**src/rtl/zx_keymatrix_pkg.sv**
```systemverilog
// rtl/zx_keymatrix_pkg.sv - shared constants, scancode decode and combo tables for zx_keymatrix
//
// Contents:
//   row/column index constants and matrix position helper
//   decode_key()     : {ext, set-2 code} -> {hit, 6-bit matrix index}
//   combo_e          : composite-key identifiers
//   combo_expand()   : combo flags -> 40-bit matrix contribution
//   hotkey and modifier scancode constants
// The combo tables are only referenced when ZXKM_COMBO_EN is defined.
package zx_keymatrix_pkg;

  localparam int NUM_ROWS   = 8;
  localparam int NUM_COLS   = 5;
  localparam int NUM_KEYS   = NUM_ROWS * NUM_COLS;
  localparam int NUM_COMBOS = 8;

  // Row n corresponds to CPU address line A(8+n).
  localparam int ROW_A8  = 0;
  localparam int ROW_A9  = 1;
  localparam int ROW_A10 = 2;
  localparam int ROW_A11 = 3;
  localparam int ROW_A12 = 4;
  localparam int ROW_A13 = 5;
  localparam int ROW_A14 = 6;
  localparam int ROW_A15 = 7;

  localparam int COL_0 = 0;
  localparam int COL_1 = 1;
  localparam int COL_2 = 2;
  localparam int COL_3 = 3;
  localparam int COL_4 = 4;

  typedef logic [5:0] key_idx_t;

  typedef struct packed {
    logic     hit;
    key_idx_t index;
  } key_pos_t;

  // Flat matrix index: row * 5 + column.
  function automatic key_idx_t key_pos(input int r, input int c);
    return key_idx_t'(r * NUM_COLS + c);
  endfunction

  localparam key_idx_t IDX_CAPS  = key_pos(ROW_A8,  COL_0);
  localparam key_idx_t IDX_5     = key_pos(ROW_A11, COL_4);
  localparam key_idx_t IDX_0     = key_pos(ROW_A12, COL_0);
  localparam key_idx_t IDX_8     = key_pos(ROW_A12, COL_2);
  localparam key_idx_t IDX_7     = key_pos(ROW_A12, COL_3);
  localparam key_idx_t IDX_6     = key_pos(ROW_A12, COL_4);
  localparam key_idx_t IDX_SPACE = key_pos(ROW_A15, COL_0);
  localparam key_idx_t IDX_SYM   = key_pos(ROW_A15, COL_1);
  localparam key_idx_t IDX_M     = key_pos(ROW_A15, COL_2);
  localparam key_idx_t IDX_N     = key_pos(ROW_A15, COL_3);

  // Modifier and hotkey scancodes.
  localparam logic [7:0] CODE_CTRL = 8'h14;  // left plain, right with E0
  localparam logic [7:0] CODE_ALT  = 8'h11;  // left plain, right with E0
  localparam logic [7:0] CODE_F5   = 8'h03;
  localparam logic [7:0] CODE_DEL  = 8'h71;  // E0-prefixed

  // Composite-key scancodes.
  localparam logic [7:0] CODE_BKSP   = 8'h66;
  localparam logic [7:0] CODE_LEFT   = 8'h6B;  // E0
  localparam logic [7:0] CODE_DOWN   = 8'h72;  // E0
  localparam logic [7:0] CODE_UP     = 8'h75;  // E0
  localparam logic [7:0] CODE_RIGHT  = 8'h74;  // E0
  localparam logic [7:0] CODE_ESC    = 8'h76;
  localparam logic [7:0] CODE_COMMA  = 8'h41;
  localparam logic [7:0] CODE_PERIOD = 8'h49;

  // Bit positions in the modifier and hotkey flag vectors.
  localparam int MOD_CTRL_L = 0;
  localparam int MOD_CTRL_R = 1;
  localparam int MOD_ALT_L  = 2;
  localparam int MOD_ALT_R  = 3;
  localparam int HOT_F5     = 0;
  localparam int HOT_DEL    = 1;

  typedef enum logic [2:0] {
    CMB_BKSP,
    CMB_LEFT,
    CMB_DOWN,
    CMB_UP,
    CMB_RIGHT,
    CMB_ESC,
    CMB_COMMA,
    CMB_PERIOD
  } combo_e;

  // Physical key map. Only right ctrl is meaningful with the E0 prefix.
  function automatic key_pos_t decode_key(input logic ext, input logic [7:0] code);
    key_pos_t p;
    p.hit   = 1'b1;
    p.index = '0;
    if (ext) begin
      p.hit   = (code == CODE_CTRL);
      p.index = IDX_SYM;
    end else begin
      case (code)
        8'h12, 8'h59: p.index = IDX_CAPS;
        8'h1A: p.index = key_pos(ROW_A8,  COL_1);  // Z
        8'h22: p.index = key_pos(ROW_A8,  COL_2);  // X
        8'h21: p.index = key_pos(ROW_A8,  COL_3);  // C
        8'h2A: p.index = key_pos(ROW_A8,  COL_4);  // V
        8'h1C: p.index = key_pos(ROW_A9,  COL_0);  // A
        8'h1B: p.index = key_pos(ROW_A9,  COL_1);  // S
        8'h23: p.index = key_pos(ROW_A9,  COL_2);  // D
        8'h2B: p.index = key_pos(ROW_A9,  COL_3);  // F
        8'h34: p.index = key_pos(ROW_A9,  COL_4);  // G
        8'h15: p.index = key_pos(ROW_A10, COL_0);  // Q
        8'h1D: p.index = key_pos(ROW_A10, COL_1);  // W
        8'h24: p.index = key_pos(ROW_A10, COL_2);  // E
        8'h2D: p.index = key_pos(ROW_A10, COL_3);  // R
        8'h2C: p.index = key_pos(ROW_A10, COL_4);  // T
        8'h16: p.index = key_pos(ROW_A11, COL_0);  // 1
        8'h1E: p.index = key_pos(ROW_A11, COL_1);  // 2
        8'h26: p.index = key_pos(ROW_A11, COL_2);  // 3
        8'h25: p.index = key_pos(ROW_A11, COL_3);  // 4
        8'h2E: p.index = IDX_5;
        8'h45: p.index = IDX_0;
        8'h46: p.index = key_pos(ROW_A12, COL_1);  // 9
        8'h3E: p.index = IDX_8;
        8'h3D: p.index = IDX_7;
        8'h36: p.index = IDX_6;
        8'h4D: p.index = key_pos(ROW_A13, COL_0);  // P
        8'h44: p.index = key_pos(ROW_A13, COL_1);  // O
        8'h43: p.index = key_pos(ROW_A13, COL_2);  // I
        8'h3C: p.index = key_pos(ROW_A13, COL_3);  // U
        8'h35: p.index = key_pos(ROW_A13, COL_4);  // Y
        8'h5A: p.index = key_pos(ROW_A14, COL_0);  // ENTER
        8'h4B: p.index = key_pos(ROW_A14, COL_1);  // L
        8'h42: p.index = key_pos(ROW_A14, COL_2);  // K
        8'h3B: p.index = key_pos(ROW_A14, COL_3);  // J
        8'h33: p.index = key_pos(ROW_A14, COL_4);  // H
        8'h29: p.index = IDX_SPACE;
        8'h14: p.index = IDX_SYM;
        8'h3A: p.index = IDX_M;
        8'h31: p.index = IDX_N;
        8'h32: p.index = key_pos(ROW_A15, COL_4);  // B
        default: p.hit = 1'b0;
      endcase
    end
    return p;
  endfunction

  // Matrix positions pressed by one composite key.
  function automatic logic [NUM_KEYS-1:0] combo_keys(input combo_e c);
    logic [NUM_KEYS-1:0] m;
    m = '0;
    case (c)
      CMB_BKSP:   begin m[IDX_CAPS] = 1'b1; m[IDX_0]     = 1'b1; end
      CMB_LEFT:   begin m[IDX_CAPS] = 1'b1; m[IDX_5]     = 1'b1; end
      CMB_DOWN:   begin m[IDX_CAPS] = 1'b1; m[IDX_6]     = 1'b1; end
      CMB_UP:     begin m[IDX_CAPS] = 1'b1; m[IDX_7]     = 1'b1; end
      CMB_RIGHT:  begin m[IDX_CAPS] = 1'b1; m[IDX_8]     = 1'b1; end
      CMB_ESC:    begin m[IDX_CAPS] = 1'b1; m[IDX_SPACE] = 1'b1; end
      CMB_COMMA:  begin m[IDX_SYM]  = 1'b1; m[IDX_N]     = 1'b1; end
      CMB_PERIOD: begin m[IDX_SYM]  = 1'b1; m[IDX_M]     = 1'b1; end
      default:    m = '0;
    endcase
    return m;
  endfunction

  function automatic logic [NUM_KEYS-1:0] combo_expand(input logic [NUM_COMBOS-1:0] active);
    logic [NUM_KEYS-1:0] m;
    m = '0;
    for (int i = 0; i < NUM_COMBOS; i++) begin
      if (active[i]) m = m | combo_keys(combo_e'(3'(i)));
    end
    return m;
  endfunction

endpackage

```
**src/rtl/zx_keymatrix_decode.sv**
```systemverilog
// rtl/zx_keymatrix_decode.sv - combinational scancode classifier for zx_keymatrix
//
// Ports:
//   kext, kcode   in   E0 flag and set-2 scancode of the event
//   hit, index    out  event maps to matrix position index (0..39)
//   combo_hit     out  event is a composite key (ZXKM_COMBO_EN only)
//   combo_id      out  which composite key (ZXKM_COMBO_EN only)
//   is_mod        out  one-hot {alt_r, alt_l, ctrl_r, ctrl_l}
//   is_hotkey     out  {del, f5}
// Macro: ZXKM_COMBO_EN enables the composite-key outputs.
module zx_keymatrix_decode
  import zx_keymatrix_pkg::*;
(
  input  logic       kext,
  input  logic [7:0] kcode,
  output logic       hit,
  output key_idx_t   index,
`ifdef ZXKM_COMBO_EN
  output logic       combo_hit,
  output combo_e     combo_id,
`endif
  output logic [3:0] is_mod,
  output logic [1:0] is_hotkey
);

  key_pos_t pos;

  assign pos   = decode_key(kext, kcode);
  assign hit   = pos.hit;
  assign index = pos.index;

  always_comb begin
    is_mod                = '0;
    is_mod[MOD_CTRL_L]    = !kext && (kcode == CODE_CTRL);
    is_mod[MOD_CTRL_R]    =  kext && (kcode == CODE_CTRL);
    is_mod[MOD_ALT_L]     = !kext && (kcode == CODE_ALT);
    is_mod[MOD_ALT_R]     =  kext && (kcode == CODE_ALT);
    is_hotkey             = '0;
    is_hotkey[HOT_F5]     = !kext && (kcode == CODE_F5);
    is_hotkey[HOT_DEL]    =  kext && (kcode == CODE_DEL);
  end

`ifdef ZXKM_COMBO_EN
  always_comb begin
    combo_hit = 1'b1;
    combo_id  = CMB_BKSP;
    case ({kext, kcode})
      {1'b0, CODE_BKSP}:   combo_id = CMB_BKSP;
      {1'b1, CODE_LEFT}:   combo_id = CMB_LEFT;
      {1'b1, CODE_DOWN}:   combo_id = CMB_DOWN;
      {1'b1, CODE_UP}:     combo_id = CMB_UP;
      {1'b1, CODE_RIGHT}:  combo_id = CMB_RIGHT;
      {1'b0, CODE_ESC}:    combo_id = CMB_ESC;
      {1'b0, CODE_COMMA}:  combo_id = CMB_COMMA;
      {1'b0, CODE_PERIOD}: combo_id = CMB_PERIOD;
      default:             combo_hit = 1'b0;
    endcase
  end
`endif

endmodule

```
**src/rtl/zx_keymatrix.sv**
```systemverilog
// rtl/zx_keymatrix.sv - PS/2 set-2 events to ZX Spectrum 8x5 keyboard matrix
//
// Ports:
//   clock     in   system clock
//   reset     in   asynchronous active-high reset, clears all key state
//   kstrobe   in   one-cycle pulse per PS/2 event
//   kpress    in   1 = make, 0 = break (with kstrobe)
//   kext      in   E0-prefixed code (with kstrobe)
//   kcode     in   set-2 scancode (with kstrobe)
//   row       in   CPU A[15:8], active-low row select
//   col       out  active-low column data, 5'h1F = no key
//   nmi       out  one-cycle pulse on F5 make (not on autorepeat)
//   rst_req   out  one-cycle pulse on Ctrl+Alt+Del
// Macro: ZXKM_COMBO_EN adds composite keys (arrows, backspace, esc, comma, period).
//
// Stage 1 captures the event; stage 2 decodes it and updates state, so col
// and the pulses move two clocks after kstrobe.
module zx_keymatrix
  import zx_keymatrix_pkg::*;
(
  input  logic       clock,
  input  logic       reset,
  input  logic       kstrobe,
  input  logic       kpress,
  input  logic       kext,
  input  logic [7:0] kcode,
  input  logic [7:0] row,
  output logic [4:0] col,
  output logic       nmi,
  output logic       rst_req
);

  logic                s1_valid;
  logic                s1_press;
  logic                s1_ext;
  logic [7:0]          s1_code;

  logic                d_hit;
  key_idx_t            d_index;
  logic [3:0]          d_is_mod;
  logic [1:0]          d_is_hotkey;

  logic [NUM_KEYS-1:0] keys;
  logic [3:0]          mods;
  logic                f5_held;
  logic                del_held;
  logic                ctrl_held;
  logic                alt_held;

  logic [NUM_KEYS-1:0] eff;
  logic [NUM_COLS-1:0] sel;

`ifdef ZXKM_COMBO_EN
  logic                d_combo_hit;
  combo_e              d_combo_id;
  logic [NUM_COMBOS-1:0] combo;
`endif

  // Stage 1: event capture.
  always_ff @(posedge clock or posedge reset) begin
    if (reset) begin
      s1_valid <= 1'b0;
      s1_press <= 1'b0;
      s1_ext   <= 1'b0;
      s1_code  <= '0;
    end else begin
      s1_valid <= kstrobe;
      if (kstrobe) begin
        s1_press <= kpress;
        s1_ext   <= kext;
        s1_code  <= kcode;
      end
    end
  end

  zx_keymatrix_decode u_decode (
    .kext      (s1_ext),
    .kcode     (s1_code),
    .hit       (d_hit),
    .index     (d_index),
`ifdef ZXKM_COMBO_EN
    .combo_hit (d_combo_hit),
    .combo_id  (d_combo_id),
`endif
    .is_mod    (d_is_mod),
    .is_hotkey (d_is_hotkey)
  );

  assign ctrl_held = mods[MOD_CTRL_L] | mods[MOD_CTRL_R];
  assign alt_held  = mods[MOD_ALT_L]  | mods[MOD_ALT_R];

  // Stage 2: state update. Make sets, break clears, so repeated makes and
  // stray breaks are naturally idempotent. The held flags for F5 and Del
  // suppress autorepeat retriggering of the pulses.
  always_ff @(posedge clock or posedge reset) begin
    if (reset) begin
      keys     <= '0;
      mods     <= '0;
      f5_held  <= 1'b0;
      del_held <= 1'b0;
      nmi      <= 1'b0;
      rst_req  <= 1'b0;
    end else begin
      nmi     <= 1'b0;
      rst_req <= 1'b0;
      if (s1_valid) begin
        if (d_hit) keys[d_index] <= s1_press;
        mods <= (mods & ~d_is_mod) | (d_is_mod & {4{s1_press}});
        if (d_is_hotkey[HOT_F5]) begin
          if (s1_press && !f5_held) nmi <= 1'b1;
          f5_held <= s1_press;
        end
        if (d_is_hotkey[HOT_DEL]) begin
          if (s1_press && !del_held && ctrl_held && alt_held) rst_req <= 1'b1;
          del_held <= s1_press;
        end
      end
    end
  end

`ifdef ZXKM_COMBO_EN
  // Composite keys live in their own flags and are ORed into the matrix, so
  // releasing one never clears a physically held CAPS or SYM.
  always_ff @(posedge clock or posedge reset) begin
    if (reset) begin
      combo <= '0;
    end else if (s1_valid && d_combo_hit) begin
      combo[d_combo_id] <= s1_press;
    end
  end

  assign eff = keys | combo_expand(combo);
`else
  assign eff = keys;
`endif

  // Port-FE read: OR the columns of every selected row, then invert.
  always_comb begin
    sel = '0;
    for (int r = 0; r < NUM_ROWS; r++) begin
      if (!row[r]) sel = sel | eff[r*NUM_COLS +: NUM_COLS];
    end
    col = ~sel;
  end

endmodule

```
**config.mk**
```make
export PLATFORM = sky130hd
export DESIGN_NAME = zx_keymatrix
export DESIGN_NICKNAME = d
export VERILOG_FILES = /design/src/rtl/zx_keymatrix_pkg.sv /design/src/rtl/zx_keymatrix_decode.sv /design/src/rtl/zx_keymatrix.sv
export SDC_FILE = /design/constraint.sdc
export NUM_CORES = 1
export LEC_CHECK = 0
export CAP_MARGIN = 5
export CORE_UTILIZATION = 40
export CTS_CLUSTER_SIZE = 20
export DETAILED_ROUTE_END_ITERATION = 6
export GPL_TIMING_DRIVEN = 0
export PLACE_DENSITY = 0.64
export REMOVE_ABC_BUFFERS = 1
export SETUP_SLACK_MARGIN = 0.05
export SLEW_MARGIN = 0
export SYNTH_ARGS = -nofsm -noshare
export SYNTH_HDL_FRONTEND = slang
export SYNTH_SLANG_ARGS = --single-unit
```
**constraint.sdc**
```tcl
create_clock -name clock -period 8.08 [get_ports clock]
set_clock_uncertainty 0.05 [all_clocks]
set_input_delay 1.616 -clock clock [delete_from_list [all_inputs] [get_ports clock]]
set_output_delay 1.616 -clock clock [all_outputs]
set_load 0.05 [all_outputs]
```
==> flow_metrics.tcl, run 1 <==
set metrics [dict create \
    grt_antenna_before_repair 0 \
    final_hold_viol_count 0 \
    fin_crit_ns 5.312 \
    maxSlewViolCount 0 \
    synth_area_leaders "sky130_fd_sc_hd__dfrtp_1, sky130_fd_sc_hd__mux2_2, sky130_fd_sc_hd__inv_1" \
    synth_area_leader_cell "sky130_fd_sc_hd__dfrtp_1" \
    total_leakage_power_nw 1.656 \
    critical-path-max-stage-delay_ns 0.87 \
    main_combinational_cell_family_by_area_after_synthesis "simple AND/OR/NAND/NOR gates" \
    synth_compound_gate_area_share 0.1548 \
    met2_layer_wire_length_in_the_routed_design_mm 4.506 \
    worst_path_max_delay_cell "sky130_fd_sc_hd__clkdlybuf4s50_1" \
    tritoncts.num_buffers 9 \
    dr.first_iter.drc_count 238 \
    setup.worst_path.class "in2out" \
    placed_cells 529 \
    first_global_vias 3077 \
    setup-violations-final 0 \
    grt_setup_unrepaired "false" \
    clockBufferDepth 2 \
    critPathMostFrequentCell "sky130_fd_sc_hd__clkdlybuf4s50_1" \
    cts.sink_count 59 \
    io_pins 28 \
    power.total_w 0.0007511 \
    route.vias.total 3167 \
    cts.htree.levels 3 \
    hp-class "reg2reg" \
    synth.cell_area_um2 3896 \
    final_net_count 432 \
    clock_latency_ns 0.33 \
    cp_num_buf_inv 2 \
    cts-resized-gates 0 \
    path_max_fanout 5 \
    grt_max_degree 43 \
    ys_warn_count 0 \
    fraction_of_layout_cells_with_a_size_suffix_above_1 0.1759 \
    critical_path.endpoint_type "output port" \
    cellPowerDensity_nw_per_um2 173.2 \
    synth_async_sr_flop_share 1.000 \
    routed_wl_mm 9.649 \
    worst_setup_hold_path_clk_slew_ns 0.06 \
    synth_seq_cells 59 \
    drtPass1Iterations 5 \
    area.growth.synth_to_final_pct 11.34 \
    drv_cap 0 \
    synth.mux.area_fraction 0.1249 \
    wl_per_cell_um 17.74 \
    initial_utilization 0.4177 \
    chipHeight_um 100.7 \
    cts_setup_buffers 0 \
    cp_top_family "buffers and inverters" \
    cp_cell_sequence "clkdlybuf4s50_1 -> o22ai_1 -> nor4_1 -> clkdlybuf4s50_1" \
    final.period_utilization 0.6574 \
    die_x_um 100.7 \
    post_synth_xor_xnor_area 0.002248 \
    total_core_area_um2 9328 \
    synthesis.instances 399 \
    synth_simple_gate_area_share 0.2457 \
    die-area_um2 10140 \
    route.layer.met1.wl_mm 4.512 \
    synthDistinctLibCells 75 \
    cts_root_buffer "sky130_fd_sc_hd__clkbuf_8" \
    tritoncts_clock_tree "built" \
    seq_area_frac_synth 0.3789 \
    post-route-drc-count 0 \
    cts_hold_repair.buffers 0 \
    crit_required_ns 6.41 \
    finish.instance_area_um2 4338 \
    worstMarginPinSlew_ns 1.071 \
    avgViaCountPerCell 5.822 \
    grt_first_pass_wirelength_mm 15.89 \
    worst_ir_drop_vdd_uv 74.88 \
    final_hpwl_from_detailed_placement_mm 6.620 \
    relSlewSlack 0.2861 \
    worstPathArrival_ns 3.65 \
    max_clock_freq_mhz 188.3 \
    routed.top_layer "met4" \
    postSynth.topFlopCell "sky130_fd_sc_hd__dfrtp_1" \
    met3WireLength_um 467 \
    syn-mean-instance-area_um2 9.765 \
    antenna_cells_inserted 0 \
    critPathLaunchType "primary input" \
    synth_top_area_share 0.3789 \
    layout.cells.non_filler 544 \
    post_dp_cell_area_um2 4170 \
    port_buffers 27 \
    fin_setup_tns_ns 0 \
    hold-worst-slack_ns 0.3790 \
    run_status "complete, no violations" \
    synth_edf_count 0 \
    antenna_left 0 \
    place_congestion 0.9353 \
    global_route.overflow_total 0 \
    track_usage 0.2024 \
    yosys.area_share.adder 0.002569 \
    std_cell_rows 35 \
]
-- area by class of cell --
| cell class | instances | area (um2) |
|---|---|---|
| Clock inverter | 5 | 30.03 |
| Inverter | 47 | 176.4 |
| Timing Repair Buffer | 28 | 290.3 |
| Clock buffer | 10 | 137.6 |
| Tap cell | 129 | 161.4 |
| Sequential cell | 59 | 1476 |
| Multi-Input combinational cell | 266 | 2066 |
| Fill cell | 874 | 4990 |
-- cells by family after synthesis --
logic type               count (synthesis)
buffers and inverters                   74
AO/OA/AOI/OAI                           82
AND/OR/NAND/NOR                        138
flip-flops                              59
XOR/XNOR                                 1
multiplexers                            44
adder cells (fa/ha/maj)                  1
-- layer usage --
metal	vias to the layer above	track usage
met5	-	0
met4	0	0.06912
met1	1548	0.2891
li1	1490	-
met2	112	0.3145
met3	17	0.02913
-- worst reg2reg max path, stage by stage, from the launching register on --
cell and delay (ns):
sky130_fd_sc_hd__dfrtp_1 0.89, sky130_fd_sc_hd__nor4bb_1 0.27, sky130_fd_sc_hd__and2_1 0.25, sky130_fd_sc_hd__a311oi_1 0.38, sky130_fd_sc_hd__and4_1 0.35, sky130_fd_sc_hd__nand3_1 0.61, sky130_fd_sc_hd__nor4_1 0.51, sky130_fd_sc_hd__mux2_2 0.37
-- Yosys cell counts (4+ instances only) --
| cell type | instances |
|---|---|
| sky130_fd_sc_hd__clkbuf_1 | 10 |
| sky130_fd_sc_hd__o211ai_1 | 4 |
| sky130_fd_sc_hd__nand3_1 | 7 |
| sky130_fd_sc_hd__nor2b_1 | 7 |
| sky130_fd_sc_hd__o21ai_0 | 15 |
| sky130_fd_sc_hd__nor4_1 | 10 |
| sky130_fd_sc_hd__mux2_2 | 33 |
| sky130_fd_sc_hd__buf_2 | 6 |
| sky130_fd_sc_hd__mux2_1 | 4 |
| sky130_fd_sc_hd__nand2b_1 | 5 |
| sky130_fd_sc_hd__nor3_1 | 15 |
| sky130_fd_sc_hd__o31ai_1 | 6 |
| sky130_fd_sc_hd__nand2_1 | 16 |
| sky130_fd_sc_hd__a31oi_1 | 4 |
| sky130_fd_sc_hd__nor3b_1 | 8 |
| sky130_fd_sc_hd__nand4_1 | 6 |
| sky130_fd_sc_hd__dfrtp_1 | 59 |
| sky130_fd_sc_hd__o22ai_1 | 24 |
| sky130_fd_sc_hd__a21oi_1 | 6 |
| sky130_fd_sc_hd__inv_1 | 46 |
| sky130_fd_sc_hd__mux2i_1 | 7 |
| sky130_fd_sc_hd__nor2_1 | 16 |
| sky130_fd_sc_hd__buf_6 | 6 |
-- where the power goes --
part	internal [W]	switching (W)
Combinational	0.0000670	0.0000991
Clock	0.000116	0.000115
Sequential	0.000315	0.0000388
-- stage by stage --
step                      setup slack [ns]    util
after detailed placement             2.823  0.4471
after global placement               2.834  0.4449
after CTS                            2.816  0.4651
after floorplan                      3.170       -
final                                2.768  0.4651
after global routing                 2.751  0.4651
-- sequential cells by signal, indices dropped and copies added, names as in the netlist, named ones only --
name,cells
eff,40
s1_code,8
del_held,1
f5_held,1
nmi,1
rst_req,1
s1_ext,1
s1_press,1
s1_valid,1
-- path summary, 6_finish.rpt --
path                                          end                   start  cells past startpoint  slack [ns]
max in group asynchronous  s1_code[0]$_DFFE_PP0P_                   reset                      3        5.86
setup / recovery                           col[2]                  row[4]                      4        2.77
min in group asynchronous     eff[33]$_DFFE_PP0P_                   reset                      2        1.54
setup reg to reg               eff[3]$_DFFE_PP0P_  s1_code[0]$_DFFE_PP0P_                      7        4.29
hold reg to reg                     nmi$_DFF_PP0_     f5_held$_DFFE_PP0P_                      1        0.38
hold / removal                      nmi$_DFF_PP0_     f5_held$_DFFE_PP0P_                      1        0.38
-- cell usage in the layout, fill, tap and decap left out, types with 4 or more instances in the layout --
master	n
sky130_fd_sc_hd__a21oi_1	6
sky130_fd_sc_hd__a31oi_1	4
sky130_fd_sc_hd__clkbuf_8	10
sky130_fd_sc_hd__clkdlybuf4s50_1	27
sky130_fd_sc_hd__dfrtp_1	59
sky130_fd_sc_hd__inv_1	45
sky130_fd_sc_hd__mux2_1	4
sky130_fd_sc_hd__mux2_2	33
sky130_fd_sc_hd__mux2i_1	7
sky130_fd_sc_hd__nand2_1	16
sky130_fd_sc_hd__nand2b_1	5
sky130_fd_sc_hd__nand3_1	7
sky130_fd_sc_hd__nand4_1	6
sky130_fd_sc_hd__nor2_1	16
sky130_fd_sc_hd__nor2b_1	7
sky130_fd_sc_hd__nor3_1	15
sky130_fd_sc_hd__nor3b_1	8
sky130_fd_sc_hd__nor4_1	10
sky130_fd_sc_hd__o211ai_1	4
sky130_fd_sc_hd__o21ai_0	15
sky130_fd_sc_hd__o22ai_1	24
sky130_fd_sc_hd__o31ai_1	6
Note: power is estimated with default switching activity, not from simulation.
==> run 2, diff against run 1 <==
==> constraint.sdc (replaced) <==
create_clock -name clock -period 5.4 [get_ports clock]
set_clock_uncertainty 0.05 [all_clocks]
set_input_delay 1.08 -clock clock [delete_from_list [all_inputs] [get_ports clock]]
set_output_delay 1.08 -clock clock [all_outputs]
set_load 0.05 [all_outputs]
==> results of run 2 <==
The final DEF is identical to that of run 1. Status: complete, no violations.
Main changes from that run: setup slack after placement 2.823 ns -> 1.215 ns; setup slack after layout 2.768 ns -> 1.160 ns; register-to-register setup slack 4.29 ns -> 1.61 ns; total power 0.0007511 W -> 0.001124 W; worst IR drop on VDD 74.88 uV -> 112.0 uV
==> run 3, diff against run 2 <==
--- a/config.mk
+++ b/config.mk
@@ -10,7 +10,7 @@
 export CTS_CLUSTER_SIZE = 20
 export DETAILED_ROUTE_END_ITERATION = 6
 export GPL_TIMING_DRIVEN = 0
-export PLACE_DENSITY = 0.64
+export PLACE_DENSITY = 0.66
 export REMOVE_ABC_BUFFERS = 1
 export SETUP_SLACK_MARGIN = 0.05
 export SLEW_MARGIN = 0
==> constraint.sdc (replaced) <==
create_clock -name clock -period 3.76 [get_ports clock]
set_clock_uncertainty 0.05 [all_clocks]
set_input_delay 0.752 -clock clock [delete_from_list [all_inputs] [get_ports clock]]
set_output_delay 0.752 -clock clock [all_outputs]
set_load 0.05 [all_outputs]
==> run 3 against run 2 <==
Via count up 2.1%. Setup slack worse by 1.0 ns. Die area stayed put. Non-clock buffer count unchanged. Wire length increased by 1.3%. Register-to-register slack got worse by 1.3 ns. Sequential share of layout area fell by 0.21 points. Hold slack better by 0.0021 ns. Combinational power grew 45%. Critical path depth unchanged. Clock-buffer cell count up 2.
==> flow_metrics.tcl, run 3 (synthesis gave the netlist of run 1 again) <==
set metrics [dict create \
    run_status "complete, no violations" \
    route.vias.total 3235 \
    maxSlewViolCount 0 \
    total_leakage_power_nw 1.662 \
    drv_cap 0 \
    worst_path_max_delay_cell "sky130_fd_sc_hd__clkdlybuf4s50_1" \
    fin_crit_ns 3.618 \
    cts.htree.levels 3 \
    crit_required_ns 2.96 \
    tritoncts.num_buffers 9 \
    largest_register_ff_count 40 \
    critical-path-max-stage-delay_ns 0.87 \
    worst_setup_hold_path_clk_slew_ns 0.06 \
    cts-resized-gates 0 \
    chipHeight_um 100.7 \
    area.growth.synth_to_final_pct 12.30 \
    worstReg2RegStart "s1_code[4]$_DFFE_PP0P_" \
    global_route.overflow_total 0 \
    antenna_cells_inserted 0 \
    critPathLaunchType "primary input" \
    most-common-layout-cells "sky130_fd_sc_hd__dfrtp_1, sky130_fd_sc_hd__inv_1, sky130_fd_sc_hd__mux2_2" \
    cts_setup_buffers 0 \
    post-route-drc-count 0 \
    std_cell_rows 35 \
    clockBufferDepth 2 \
    cts_root_buffer "sky130_fd_sc_hd__clkbuf_8" \
    layout.cells.non_filler 545 \
    critical_path.endpoint_type "output port" \
    grt_antenna_before_repair 0 \
    initial_utilization 0.4177 \
    relSlewSlack 0.3137 \
    final_net_count 432 \
    crit_start "row[2]" \
    setup-violations-final 0 \
    worstMarginPinSlew_ns 1.029 \
    hp-class "reg2reg" \
    setup.worst_path.class "in2out" \
    placed_cells 529 \
    path_max_fanout 5 \
    wl_per_cell_um 17.93 \
    grt_max_degree 44 \
    avgViaCountPerCell 5.936 \
    mostFrequentLayoutCell "sky130_fd_sc_hd__dfrtp_1" \
    hold_start "del_held$_DFFE_PP0P_" \
    die-area_um2 10140 \
    fraction_of_layout_cells_with_a_size_suffix_above_1 0.1827 \
    place_congestion 0.9633 \
    grt_setup_unrepaired "false" \
    tritoncts_clock_tree "built" \
    fin_setup_tns_ns 0 \
    dr.first_iter.drc_count 297 \
    port_buffers 27 \
    cellPowerDensity_nw_per_um2 390.5 \
    antenna_left 0 \
    grt_first_pass_wirelength_mm 16.05 \
    die_x_um 100.7 \
    routed_wl_mm 9.774 \
    track_usage 0.2058 \
    drtPass1Iterations 5 \
    clock_latency_ns 0.34 \
    first_global_vias 3082 \
    cp_cell_sequence "clkdlybuf4s50_1 -> o22ai_1 -> nor4_1 -> clkdlybuf4s50_1" \
    cts.sink_count 59 \
    final_design_utilization 0.4691 \
    worst_ir_drop_vdd_uv 197.8 \
    worstPathArrival_ns 2.82 \
    final.period_utilization 0.9622 \
    cts_hold_repair.buffers 0 \
    max_clock_freq_mhz 276.4 \
    final_hold_viol_count 0 \
    io_pins 28 \
    total_core_area_um2 9328 \
    final_hpwl_from_detailed_placement_mm 6.624 \
    critPathMostFrequentCell "sky130_fd_sc_hd__clkdlybuf4s50_1" \
]
## run 3: cell count changes in the layout (fill, tap and decap cells not counted), sizes merged
cell / before / now
clkbuf: 10 / 12
clkinv: 4 / 2
bufinv: 0 / 1
## run 3: path summary, 6_finish.rpt
path | end | slack [ns] | cells past startpoint
setup reg to reg | eff[3]$_DFFE_PP0P_ | 0.27 | 7
min in group asynchronous | eff[30]$_DFFE_PP0P_ | 0.67 | 2
hold reg to reg | rst_req$_DFF_PP0_ | 0.38 | 1
hold / removal | rst_req$_DFF_PP0_ | 0.38 | 1
setup / recovery | col[2] | 0.14 | 4
max in group asynchronous | s1_code[3]$_DFFE_PP0P_ | 2.41 | 3
## run 3: where the power goes
part	internal [W]	switching (W)
Combinational	0.000144	0.000216
Sequential	0.000678	0.0000846
Clock	0.000323	0.000262
## run 3: cell type report
cell class / count / area (um2)
fillers: 894 / 4952
multi-input cells: 266 / 2072
flip-flops and latches: 59 / 1480
repair buffers: 28 / 290.3
inverters: 47 / 176.4
well taps: 129 / 161.4
clock buffers: 12 / 145.1
clock inverters: 4 / 50.05
## run 3: worst max-delay path, delay by kind of cell
kind / cells / cell delay, ns
buffers and inverters: 2 / 1.50
and+or+nand+nor: 1 / 0.40
AOI/OAI and AO/OA: 1 / 0.15
## run 3: per-layer routing
metal / track usage / up-vias / part of all wire
met5: 0 / - / 0
met4: 0.07023 / 0 / 0.015
met3: 0.02913 / 14 / 0.053
met2: 0.3182 / 116 / 0.47
met1: 0.2954 / 1609 / 0.46
li1: - / 1496 / -
## run 3: metrics by stage
stage	hold slack, ns	setup WS, ns	cell area [um2]	total power (W)
6_report	0.3812	0.1420	4375	0.001708
3_3_place_gp	0.3630	0.1738	4150	0.001113
5_1_grt	0.3999	0.06749	4375	0.001784
2_1_floorplan	0.3528	0.5781	3719	0.0009905
4_1_cts	0.3841	0.08068	4365	0.001709
3_5_place_dp	0.3754	0.1308	4170	0.001124
